`src/rtl/spi_bridge_pkg.sv`:
```
// Shared types and constants for the SPI-to-I2C bridge front end.
package spi_bridge_pkg;
  localparam int DATA_W_DEF = 8;
  localparam logic [DATA_W_DEF-1:0] IDLE_MISO = '1;

  typedef enum logic [1:0] {
    IDLE  = 2'd0,
    LOAD  = 2'd1,
    SHIFT = 2'd2
  } state_e;
endpackage

```
`src/rtl/spi_frame_ctrl_if.sv`:
```
// Byte-level handshake between the SPI front end (master) and the I2C side (slave).
interface spi_frame_ctrl_if
  import spi_bridge_pkg::*;
#(
  parameter int DATA_W = DATA_W_DEF
);
  logic [DATA_W-1:0] rx_data;
  logic              rx_first;
  logic              rx_valid;
  logic              rx_ready;
  logic [DATA_W-1:0] tx_data;
  logic              tx_valid;
  logic              tx_ready;

  modport master (
    output rx_data, rx_first, rx_valid, tx_ready,
    input  rx_ready, tx_data, tx_valid
  );
  modport slave (
    input  rx_data, rx_first, rx_valid, tx_ready,
    output rx_ready, tx_data, tx_valid
  );
endinterface

```
`src/rtl/spi_rx_fifo.sv`:
```
// Small synchronous FIFO, 0-cycle read of head; a push into a full FIFO is dropped
// unless a pop happens in the same cycle.
module spi_rx_fifo #(
  parameter int W     = 9,
  parameter int DEPTH = 2
) (
  input  logic         clk,
  input  logic         rst_n,
  input  logic         in_vld_i,
  input  logic [W-1:0] in_dat_i,
  output logic         out_vld_o,
  output logic [W-1:0] out_dat_o,
  input  logic         out_rdy_i,
  output logic         full_o
);
  localparam int PTR_W = $clog2(DEPTH);
  localparam int CNT_W = PTR_W + 1;
  localparam logic [PTR_W-1:0] PTR_ONE = PTR_W'(1);
  localparam logic [CNT_W-1:0] CNT_ONE = CNT_W'(1);
  localparam logic [CNT_W-1:0] CNT_FULL = CNT_W'(DEPTH);

  logic [W-1:0]     mem_q [DEPTH];
  logic [PTR_W-1:0] wr_ptr_q, rd_ptr_q;
  logic [CNT_W-1:0] cnt_q, cnt_d;
  logic             push, pop;

  assign full_o    = (cnt_q == CNT_FULL);
  assign out_vld_o = (cnt_q != '0);
  assign out_dat_o = mem_q[rd_ptr_q];
  assign pop       = out_vld_o & out_rdy_i;
  assign push      = in_vld_i & (~full_o | pop);

  always_comb begin
    cnt_d = cnt_q;
    if (push && !pop)      cnt_d = cnt_q + CNT_ONE;
    else if (pop && !push) cnt_d = cnt_q - CNT_ONE;
  end

  always_ff @(posedge clk) begin
    if (!rst_n) begin
      for (int i = 0; i < DEPTH; i++) mem_q[i] <= '0;
      wr_ptr_q <= '0;
      rd_ptr_q <= '0;
      cnt_q    <= '0;
    end else begin
      if (push) begin
        mem_q[wr_ptr_q] <= in_dat_i;
        wr_ptr_q        <= wr_ptr_q + PTR_ONE;
      end
      if (pop) rd_ptr_q <= rd_ptr_q + PTR_ONE;
      cnt_q <= cnt_d;
    end
  end
endmodule

```
`src/rtl/spi_frame_ctrl.sv`:
```
// SPI mode-0 slave front end: pins synchronised, actions SYNC_STAGES+1 clk after a pin edge.
// Completed bytes queue in a small FIFO; when it is full the byte is dropped and overrun latches.
module spi_frame_ctrl
  import spi_bridge_pkg::*;
#(
  parameter int DATA_W      = DATA_W_DEF,
  parameter int SYNC_STAGES = 2,
  parameter int RX_DEPTH    = 2
) (
  input  logic clk,
  input  logic rst_n,
  input  logic spi_sclk,
  input  logic spi_ss_n,
  input  logic spi_mosi,
  output logic spi_miso,
  output logic spi_miso_oe,
  output logic frame_active,
  output logic frame_end,
  output logic overrun,
  output logic short_frame,
  input  logic clr_err,
  spi_frame_ctrl_if.master bus
);
  localparam int CNT_W = $clog2(DATA_W);
  localparam logic [CNT_W-1:0] LAST_BIT = CNT_W'(DATA_W - 1);
  localparam logic [CNT_W-1:0] CNT_ONE  = CNT_W'(1);

  logic [SYNC_STAGES-1:0] sclk_sync_q, ss_sync_q, mosi_sync_q, flush_q;
  logic sclk_prev_q, ss_prev_q, ss_armed_q;
  logic sclk_s, ss_s, mosi_s;
  logic sclk_rise, sclk_fall, ss_fall, ss_rise;

  // ss_armed_q blocks a frame start until SS has been seen high after reset.
  always_ff @(posedge clk) begin
    if (!rst_n) begin
      sclk_sync_q <= '0;
      ss_sync_q   <= '1;
      mosi_sync_q <= '0;
      flush_q     <= '0;
      sclk_prev_q <= 1'b0;
      ss_prev_q   <= 1'b1;
      ss_armed_q  <= 1'b0;
    end else begin
      sclk_sync_q <= {sclk_sync_q[SYNC_STAGES-2:0], spi_sclk};
      ss_sync_q   <= {ss_sync_q[SYNC_STAGES-2:0], spi_ss_n};
      mosi_sync_q <= {mosi_sync_q[SYNC_STAGES-2:0], spi_mosi};
      flush_q     <= {flush_q[SYNC_STAGES-2:0], 1'b1};
      sclk_prev_q <= sclk_s;
      ss_prev_q   <= ss_s;
      if (flush_q[SYNC_STAGES-1] && ss_s) ss_armed_q <= 1'b1;
    end
  end

  assign sclk_s    = sclk_sync_q[SYNC_STAGES-1];
  assign ss_s      = ss_sync_q[SYNC_STAGES-1];
  assign mosi_s    = mosi_sync_q[SYNC_STAGES-1];
  assign sclk_rise = sclk_s & ~sclk_prev_q;
  assign sclk_fall = ~sclk_s & sclk_prev_q;
  assign ss_fall   = ss_armed_q & ss_prev_q & ~ss_s;
  assign ss_rise   = ss_s & ~ss_prev_q;

  state_e            state_q, state_d;
  logic [DATA_W-1:0] tx_shift_q, tx_shift_d, rx_shift_q, rx_shift_d, tx_next;
  logic [CNT_W-1:0]  bit_cnt_q, bit_cnt_d;
  logic first_q, first_d, miso_q, miso_d, oe_q, oe_d, active_q, active_d;
  logic fend_q, fend_d, ovr_q, ovr_d, short_q, short_d;
  logic tx_take, push_vld, short_set, ovr_set, fifo_full, fifo_pop;
  logic [DATA_W:0] push_dat, fifo_dat;

  assign tx_next  = bus.tx_valid ? bus.tx_data : {DATA_W{IDLE_MISO[0]}};
  assign push_dat = {first_q, rx_shift_q[DATA_W-2:0], mosi_s};
  assign fifo_pop = bus.rx_valid & bus.rx_ready;
  assign ovr_set  = push_vld & fifo_full & ~fifo_pop;

  always_comb begin
    state_d    = state_q;
    tx_shift_d = tx_shift_q;
    rx_shift_d = rx_shift_q;
    bit_cnt_d  = bit_cnt_q;
    first_d    = first_q;
    miso_d     = miso_q;
    oe_d       = oe_q;
    active_d   = active_q;
    fend_d     = 1'b0;
    tx_take    = 1'b0;
    push_vld   = 1'b0;
    short_set  = 1'b0;
    case (state_q)
      IDLE: begin
        if (ss_fall) begin
          state_d  = LOAD;
          active_d = 1'b1;
          first_d  = 1'b1;
        end
      end
      LOAD: begin
        tx_shift_d = tx_next;
        tx_take    = bus.tx_valid;
        miso_d     = tx_next[DATA_W-1];
        oe_d       = 1'b1;
        bit_cnt_d  = '0;
        state_d    = SHIFT;
      end
      SHIFT: begin
        if (sclk_rise) begin
          rx_shift_d = {rx_shift_q[DATA_W-2:0], mosi_s};
          if (bit_cnt_q == LAST_BIT) begin
            push_vld   = 1'b1;
            first_d    = 1'b0;
            bit_cnt_d  = '0;
            tx_shift_d = tx_next;
            tx_take    = bus.tx_valid;
          end else begin
            bit_cnt_d = bit_cnt_q + CNT_ONE;
          end
        end else if (sclk_fall) begin
          // At a byte boundary the reloaded MSB goes out without a shift.
          if (bit_cnt_q != '0) begin
            tx_shift_d = tx_shift_q << 1;
            miso_d     = tx_shift_q[DATA_W-2];
          end else begin
            miso_d = tx_shift_q[DATA_W-1];
          end
        end
      end
      default: state_d = IDLE;
    endcase
    // SS release overrides any SCLK edge seen in the same cycle.
    if (state_q != IDLE && ss_rise) begin
      state_d    = IDLE;
      tx_shift_d = tx_shift_q;
      rx_shift_d = rx_shift_q;
      active_d   = 1'b0;
      oe_d       = 1'b0;
      miso_d     = IDLE_MISO[0];
      fend_d     = 1'b1;
      bit_cnt_d  = '0;
      tx_take    = 1'b0;
      push_vld   = 1'b0;
      short_set  = (state_q == SHIFT) && (bit_cnt_q != '0);
    end
    ovr_d   = ovr_set ? 1'b1 : (clr_err ? 1'b0 : ovr_q);
    short_d = short_set ? 1'b1 : (clr_err ? 1'b0 : short_q);
  end

  always_ff @(posedge clk) begin
    if (!rst_n) begin
      state_q    <= IDLE;
      tx_shift_q <= '0;
      rx_shift_q <= '0;
      bit_cnt_q  <= '0;
      first_q    <= 1'b0;
      miso_q     <= IDLE_MISO[0];
      oe_q       <= 1'b0;
      active_q   <= 1'b0;
      fend_q     <= 1'b0;
      ovr_q      <= 1'b0;
      short_q    <= 1'b0;
    end else begin
      state_q    <= state_d;
      tx_shift_q <= tx_shift_d;
      rx_shift_q <= rx_shift_d;
      bit_cnt_q  <= bit_cnt_d;
      first_q    <= first_d;
      miso_q     <= miso_d;
      oe_q       <= oe_d;
      active_q   <= active_d;
      fend_q     <= fend_d;
      ovr_q      <= ovr_d;
      short_q    <= short_d;
    end
  end

  spi_rx_fifo #(.W(DATA_W + 1), .DEPTH(RX_DEPTH)) u_rx_fifo (
    .clk       (clk),
    .rst_n     (rst_n),
    .in_vld_i  (push_vld),
    .in_dat_i  (push_dat),
    .out_vld_o (bus.rx_valid),
    .out_dat_o (fifo_dat),
    .out_rdy_i (bus.rx_ready),
    .full_o    (fifo_full)
  );

  assign bus.rx_data  = fifo_dat[DATA_W-1:0];
  assign bus.rx_first = fifo_dat[DATA_W];
  assign bus.tx_ready = tx_take;
  assign spi_miso     = miso_q;
  assign spi_miso_oe  = oe_q;
  assign frame_active = active_q;
  assign frame_end    = fend_q;
  assign overrun      = ovr_q;
  assign short_frame  = short_q;
endmodule

```
`src/flat_wrapper.sv`:
```
// flat-port wrapper written by rule: the top's interface ports become plain ports
module spi_frame_ctrl_flat import spi_bridge_pkg::*;
#(
  parameter int DATA_W      = DATA_W_DEF,
  parameter int SYNC_STAGES = 2,
  parameter int RX_DEPTH    = 2
)
  (clk, rst_n, spi_sclk, spi_ss_n, spi_mosi, spi_miso, spi_miso_oe, frame_active, frame_end, overrun, short_frame, clr_err, bus_rx_data, bus_rx_first, bus_rx_valid, bus_tx_ready, bus_rx_ready, bus_tx_data, bus_tx_valid);
  spi_frame_ctrl_if #(.DATA_W(DATA_W)) bus_i ();
  input  logic clk;
  input  logic rst_n;
  input  logic spi_sclk;
  input  logic spi_ss_n;
  input  logic spi_mosi;
  output logic spi_miso;
  output logic spi_miso_oe;
  output logic frame_active;
  output logic frame_end;
  output logic overrun;
  output logic short_frame;
  input  logic clr_err;
  output wire logic [$bits(bus_i.rx_data)-1:0] bus_rx_data;
  output wire logic [$bits(bus_i.rx_first)-1:0] bus_rx_first;
  output wire logic [$bits(bus_i.rx_valid)-1:0] bus_rx_valid;
  output wire logic [$bits(bus_i.tx_ready)-1:0] bus_tx_ready;
  input wire logic [$bits(bus_i.rx_ready)-1:0] bus_rx_ready;
  input wire logic [$bits(bus_i.tx_data)-1:0] bus_tx_data;
  input wire logic [$bits(bus_i.tx_valid)-1:0] bus_tx_valid;
  assign bus_rx_data = bus_i.rx_data;
  assign bus_rx_first = bus_i.rx_first;
  assign bus_rx_valid = bus_i.rx_valid;
  assign bus_tx_ready = bus_i.tx_ready;
  assign bus_i.rx_ready = bus_rx_ready;
  assign bus_i.tx_data = bus_tx_data;
  assign bus_i.tx_valid = bus_tx_valid;
  spi_frame_ctrl #(.DATA_W(DATA_W), .SYNC_STAGES(SYNC_STAGES), .RX_DEPTH(RX_DEPTH)) u_core (.clk(clk), .rst_n(rst_n), .spi_sclk(spi_sclk), .spi_ss_n(spi_ss_n), .spi_mosi(spi_mosi), .spi_miso(spi_miso), .spi_miso_oe(spi_miso_oe), .frame_active(frame_active), .frame_end(frame_end), .overrun(overrun), .short_frame(short_frame), .clr_err(clr_err), .bus(bus_i));
endmodule
```
`config.mk`:
```
export PLATFORM = sky130hd
export DESIGN_NAME = spi_frame_ctrl_flat
export DESIGN_NICKNAME = d
export VERILOG_FILES = /design/src/rtl/spi_bridge_pkg.sv /design/src/rtl/spi_frame_ctrl_if.sv /design/src/rtl/spi_rx_fifo.sv /design/src/rtl/spi_frame_ctrl.sv /design/src/flat_wrapper.sv
export SDC_FILE = /design/constraint.sdc
export NUM_CORES = 1
export LEC_CHECK = 0
export BUFFER_PORTS_ARGS = -buffer_cell sky130_fd_sc_hd__buf_2
export CAP_MARGIN = 20
export CORE_ASPECT_RATIO = 0.8
export CORE_MARGIN = 1.5
export CORE_UTILIZATION = 52
export DETAILED_ROUTE_END_ITERATION = 8
export GPL_TIMING_DRIVEN = 0
export PLACE_DENSITY = 0.75
export SKIP_LAST_GASP = 1
export SYNTH_ARGS = -nofsm -noshare
export SYNTH_HDL_FRONTEND = slang
export SYNTH_SLANG_ARGS = --single-unit
```
`constraint.sdc`:
```
create_clock -name clk -period 2.15 [get_ports clk]
set_clock_uncertainty 0.1 [all_clocks]
set_input_delay 0.3225 -clock clk [delete_from_list [all_inputs] [get_ports clk]]
set_output_delay 0.3225 -clock clk [all_outputs]
set_load 0.005 [all_outputs]
```
Word-level counts from Yosys, hierarchy flattened. Memory sizes are Yosys's and may differ from the RTL's. A register that Yosys moved wholly into a read port is not among the register bits. Index checks and enable logic that the tools add are counted.

Add/subtract/negate cells: 5. Multipliers: 0. Mux-type cells: 44. $lt $le $gt $ge: 0. Reductions and logical operators: 25. Equal/unequal tests: 12. Shifts and indexed selects: 0. Bitwise operators: 19. Div/mod/pow operators: 0.

Operator list (number): 8-bit 2-to-1 mux (5); 1-bit 2-to-1 mux (27); 8-bit one-hot mux with 2 select lines (1); 2-bit nonzero test (7); 1-bit bitwise AND (9); 9-bit 2-to-1 mux (1); 1-bit NOT (9); 9-bit OR reduction (1); 2-bit by 1-bit != test with 1-bit output (second input constant) (4); 2-bit 2-to-1 mux (3); 3-bit 2-to-1 mux (2); 3-bit by 1-bit != test with 1-bit output (second input constant) (2); 1-bit one-hot mux with 2 select lines (3); 2-bit one-hot mux with 3 select lines (1); 3-bit one-hot mux with 2 select lines (1); 2-bit AND reduction (3); 3-bit AND reduction (2); 1-bit logical AND (5); 5-bit AND reduction (1); 2-bit == test (second input constant) (2); 4-bit AND reduction (1); 3-bit by 1-bit adder with 3-bit output (second input constant) (1); 3-bit == test (second input constant) (1); 3-bit != test (second input constant) (1); 10 further kinds (12).

Register bits after elaboration: 42. Logic and storage cells: 128. Memories: 1. Memory bits (read-only): 0. Input port bits: 16. Output and inout port bits: 17. Bits in writable memories: 18. Bits in latches: 0.

Memories: u_core.u_rx_fifo.mem_q (words 2, bits a word 9, read ports 1, clocked after Yosys merged registers in 1, wr ports 2, RTL line spi_rx_fifo.sv:22) `logic [W-1:0] mem_q [DEPTH];`.

Logic depth before layout (Yosys ltp).
Depth in word-level cells: 11. Gate-level depth with buffers: 9.

Modules after synthesis. Synthesis repeated with hierarchy kept, for this count alone.

Cell total of the unflattened synthesis: 261. Area total of the unflattened synthesis: 2733.9 sq um.

Modules (own cells, without submodules): spi_frame_ctrl (cells an instance 178, area each 1712.9 sq um, seq. area each 760.7 sq um, times used 1); spi_rx_fifo (cells an instance 83, area each 1021.0 sq um, seq. area each 640.6 sq um, times used 1).

Worst setup path before layout. Ideal clock, no wire load.

Kind: register to register. From: register u_core.state_q[0]. To: memory u_core.u_rx_fifo.mem_q[0][0], enable pin. Library setup time: 387 ps. Arrival: 1828 ps. Data required time: 1663 ps. Path slack: -166 ps. Period minus slack after synthesis: 2316 ps. Stages on the path, launching flop included: 8. Cell sequence: dfxtp_1 > inv_1 > ha_1 > buf_4 > nand3b_4 > nor4b_4 > inv_1 > o21ai_0.

RTL lines: start, declared (RTL line spi_frame_ctrl.sv:62) `state_e state_q, state_d;`; start signal, assigned (RTL line spi_frame_ctrl.sv:160) `state_q <= state_d;`; end, declared (RTL line spi_rx_fifo.sv:22).

Worst setup path after layout.
From: register u_core.bit_cnt_q[0]. To: register u_core.u_rx_fifo.cnt_q[1].

Longest elaborated chain between the ends: 9. Elaborated cells between the ends (all ways): 11.

RTL lines: start, declared (RTL line spi_frame_ctrl.sv:64) `logic [CNT_W-1:0] bit_cnt_q, bit_cnt_d;`; start signal, assigned (RTL line spi_frame_ctrl.sv:163) `bit_cnt_q <= bit_cnt_d;`; 3-bit == test * (RTL line spi_frame_ctrl.sv:107) `if (bit_cnt_q == LAST_BIT) begin`; 1-bit 2-to-1 mux * (RTL line spi_frame_ctrl.sv:107); 1-bit 2-to-1 mux * (RTL line spi_frame_ctrl.sv:105) `if (sclk_rise) begin`; 1-bit 2-to-1 mux * (RTL line spi_frame_ctrl.sv:88) `case (state_q)`; 1-bit 2-to-1 mux * (RTL line spi_frame_ctrl.sv:129) `if (state_q != IDLE && ss_rise) begin`; 1-bit bitwise AND * (RTL line spi_rx_fifo.sv:31) `assign push = in_vld_i & (~full_o | pop);`; 1-bit logical NOT (RTL line spi_rx_fifo.sv:36) `else if (pop && !push) cnt_d = cnt_q - CNT_ONE;`; 1-bit logical AND (RTL line spi_rx_fifo.sv:36); 2-bit nonzero test (no source line); end signal, assigned (RTL line spi_rx_fifo.sv:51) `cnt_q <= cnt_d;`; end, declared (RTL line spi_rx_fifo.sv:24) `logic [CNT_W-1:0] cnt_q, cnt_d;`.

Every way passes the cells marked *; elsewhere a longest branch is shown, timed or not. A chain may end at the register's enable or synchronous reset.

==> flow_summary_export.csv <==
group,metric,value,unit
status,status,"finished clean",
clock_network,cts_inserted_buffers,9,
setup_path,max_stage_delay,0.41,ns
clock_network,clockRootBuffer,"clkbuf_8",
floorplan,core-area,5036,um2
sta,hold_viol_final,0,
worst_hold_path,hold_path.class,"input pin to register",
floorplan,die_area,5694,um2
synth,async_flop_share,0,%
setup_path,cp_num_buf_inv,0,
floorplan,die_height,67.80,um
clock_network,h-tree-depth,3,
finish,fillers,403,
setup_path,worst_setup_path_end_kind,"register",
setup_path,path_max_fanout,7,
finish,syn_to_final_growth,20.50,%
clock_network,cts_tree,"built",
synth,synthTopCellsByCount,"dfxtp_1, and2_1, edfxtp_1, mux2i_1, nand2_1",
synth,yosysTopAreaCell,"dfxtp_1",
sta,rsz0062_at_grt,"yes",
synth,synth_cell_types,42,
finish,drive_gt1_share,28.01,%
setup_path,criticalPathCategory,"register to register",
setup_path,start_kind,"register",
setup_path,arrival,2.25,ns
setup_path,worstPathRequired,2.33,ns
power,p_per_area,718.7,nW/um2
placement,detailed_place.area,2967,um2
grt,groute.usage.overall,20.71,%
synth,yosys_register_bits,61,
grt,grt_pass1_vias,1862,
grt,grt_pass1_wl,8.763,mm
grt,grt.overflow.total,0,
clock_network,cts.sinks,61,
grt,grt_max_degree,13,
finish,final_cell_count_no_fill,369,
sta,fin_crit_sh,96.17,%
sta,final_max_slew_viol_count,0,
run,max_cap_viol_count,0,
placement,dp.cells,344,
synth,postSynthCellCount,250,
power,ir_drop,0.0005556,V
setup_path,r2r-start,"u_core.bit_cnt_q[0]$_SDFFE_PP0P_",
synth,synthesis.area,2729,um2
setup_path,r2r_slack,0.08,ns
drt,drc_errors,0,
setup_path,crit_slowest_cell,"dfxtp_1",
clock_network,clk_latency,0.34,ns
placement,dpl.hpwl,3.633,mm
sta,period_needed,2.068,ns
worst_hold_path,holdCritStartpoint,"rst_n",
placement,port_buffers,32,
worst_hold_path,hold_path_depth,1,
finish,stdcell_area,3288,um2
floorplan,ioPinCount,33,
setup_path,path_cells,"ha_1 > ha_2 > nor4b_4 > ha_1 > or3_1 > a21boi_1",
synth,synth_area_leaders,"dfxtp_1, edfxtp_1, and2_1",
floorplan,rows,23,
drt,wire_per_inst,14.78,um
clock_network,path_clk_slew,0.07,ns
synth,syn_nets,274,
setup_path,timing.rr.end,"u_core.u_rx_fifo.cnt_q[1]$_SDFFE_PN0P_",
sta,clock.fmax,0.4837,GHz
drt,via_per_inst,5.298,
setup_path,crit_family,"adder cells",
drt,dr.pass1.iters,4,
placement,place_congestion,0.7594,
setup_path,reg2reg_depth,6,
synth,yosysMostFrequentCell,"dfxtp_1",
floorplan,die_w,83.99,um
clock_network,cts_hold_buf,0,
drt,postRouteWirelength,5.452,mm
clock_network,clock_path_buffers,2,
floorplan,initial_core_util,54.19,%
drt,final_antenna_net_count,0,
finish,diodes,0,
drt,drt_iter0_drc,79,
sta,tightest_slew,0.5214,ns
setup_path,cp_common_cell,"ha_1",
grt,antenna_found_initial,0,
power,total_power,2.363,mW
finish,fin_nets,326,
synth,synth_warnings,0,
worst_hold_path,whs_endpoint,"u_core.flush_q[0]$_DFF_P_",
synth,synth_edf_count,18,
synth,syn_avg_cell_area,10.92,um2
drt,vias,1955,
synth,synth-seq-area-share,51.35,%
sta,slew_headroom,65.21,%
sta,setup_viol,0,
synth,synthFlopType,"dfxtp_1",
power,p_leak,1.389,nW
synth,synth_top_area_share,31.55,%
-- per-stage QoR --
stage | hold slack, ns | setup WS [ns] | setup TNS (ns) | util, %
floorplan | 0.2502 | 0.05908 | 0 | -
global placement | 0.2900 | -0.2463 | -2.715 | 58.91
detailed placement | 0.2925 | -0.3106 | -3.918 | 58.91
global route | 0.008281 | -0.04859 | -0.1049 | 65.29
CTS | 0.01629 | 0.01640 | 0 | 64.62
finish | 0.03335 | 0.08242 | 0 | 65.29
-- layer usage --
layer | GRT usage (%) | share of wire, %
met1 | 22.59 | 45
met2 | 37.40 | 50
met3 | 8.191 | 4.3
met4 | 7.377 | 1.3
met5 | 0 | 0
-- kinds of logic after synthesis --
kind of cell,Yosys count,synth area share [%]
flip-flops,61,51.35
multiplexers,26,9.950
buffers and inverters,23,3.438
XOR/XNOR,3,0.9630
AO/OA/AOI/OAI,38,10.04
AND/OR/NAND/NOR,91,20.59
adder cells (fa/ha/maj),8,3.668
-- state kept, by name, indices dropped and copies added (netlist names), 2 cells and up, named ones only --
register,count
u_core.sclk_sync_q,2
u_core.state_q,2
u_core.tx_shift_q,8
u_core.bit_cnt_q,3
u_core.mosi_sync_q,2
u_core.flush_q,2
u_core.u_rx_fifo.mem_q,18
u_core.ss_sync_q,2
u_core.u_rx_fifo.cnt_q,2
u_core.rx_shift_q,7
-- cell usage in the layout, fill, tap and decap left out, types with 3 or more instances in the layout --
cell,n
nor2_1,9
nand2b_1,4
a211o_1,9
o311ai_0,7
buf_4,9
ha_1,6
clkinv_4,3
buf_2,32
dfxtp_1,42
clkbuf_1,8
edfxtp_1,18
and2_1,29
o21ai_0,7
mux2i_1,17
nor2b_1,13
inv_1,7
a21oi_1,5
nand2_1,16
nor3_1,3
mux2_2,9
clkbuf_8,9
-- where the power goes --
group	internal [mW]	leakage [nW]	switching (mW)
clock network	0.540	0.104	0.480
registers	1.21	0.536	0.0149
logic	0.0567	0.750	0.0611
total	1.81	1.39	0.555
-- layout make-up --
cell class / instances / area [um2] / share of cell area (%)
clock buffer: 9 / 123.9 / 3.767
multi-input combinational: 166 / 1265 / 38.47
clock inverter: 7 / 75.07 / 2.283
sequential: 61 / 1403 / 42.66
tap: 62 / 77.57 / 2.359
inverter: 10 / 37.54 / 1.142
buffer: 13 / 66.31 / 2.017
timing repair buffer: 41 / 240.2 / 7.306
-- repair_timing --
| item | 4_1_cts | 5_1_grt |
|---|---|---|
| resized for setup | 11 | 6 |
| cloned | 0 | 0 |
| setup endpoints to repair | 29 | 22 |
| endpoints found under the hold margin | 0 | 0 |
| setup buffers | 7 | 2 |
| pin swaps | 3 | 3 |
-- worst max path at each step --
stage / start / end / slack (ns) / cells after the start
2_1_floorplan: u_core.state_q[0]$_SDFFE_PP0P_ / u_core.u_rx_fifo.cnt_q[1]$_SDFFE_PN0P_ / 0.06 / 7
3_3_place_gp: u_core.state_q[0]$_SDFFE_PP0P_ / u_core.u_rx_fifo.mem_q[0][7]$_SDFFCE_PN0P_ / -0.25 / 7
3_5_place_dp: u_core.bit_cnt_q[0]$_SDFFE_PP0P_ / u_core.u_rx_fifo.mem_q[0][5]$_SDFFCE_PN0P_ / -0.31 / 5
4_1_cts: u_core.state_q[0]$_SDFFE_PP0P_ / u_core.u_rx_fifo.mem_q[1][1]$_SDFFCE_PN0P_ / 0.02 / 8
5_1_grt: u_core.state_q[0]$_SDFFE_PP0P_ / u_core.u_rx_fifo.cnt_q[1]$_SDFFE_PN0P_ / -0.05 / 8
6_report: u_core.bit_cnt_q[0]$_SDFFE_PP0P_ / u_core.u_rx_fifo.cnt_q[1]$_SDFFE_PN0P_ / 0.08 / 6
(Power assumes the default switching activity.)
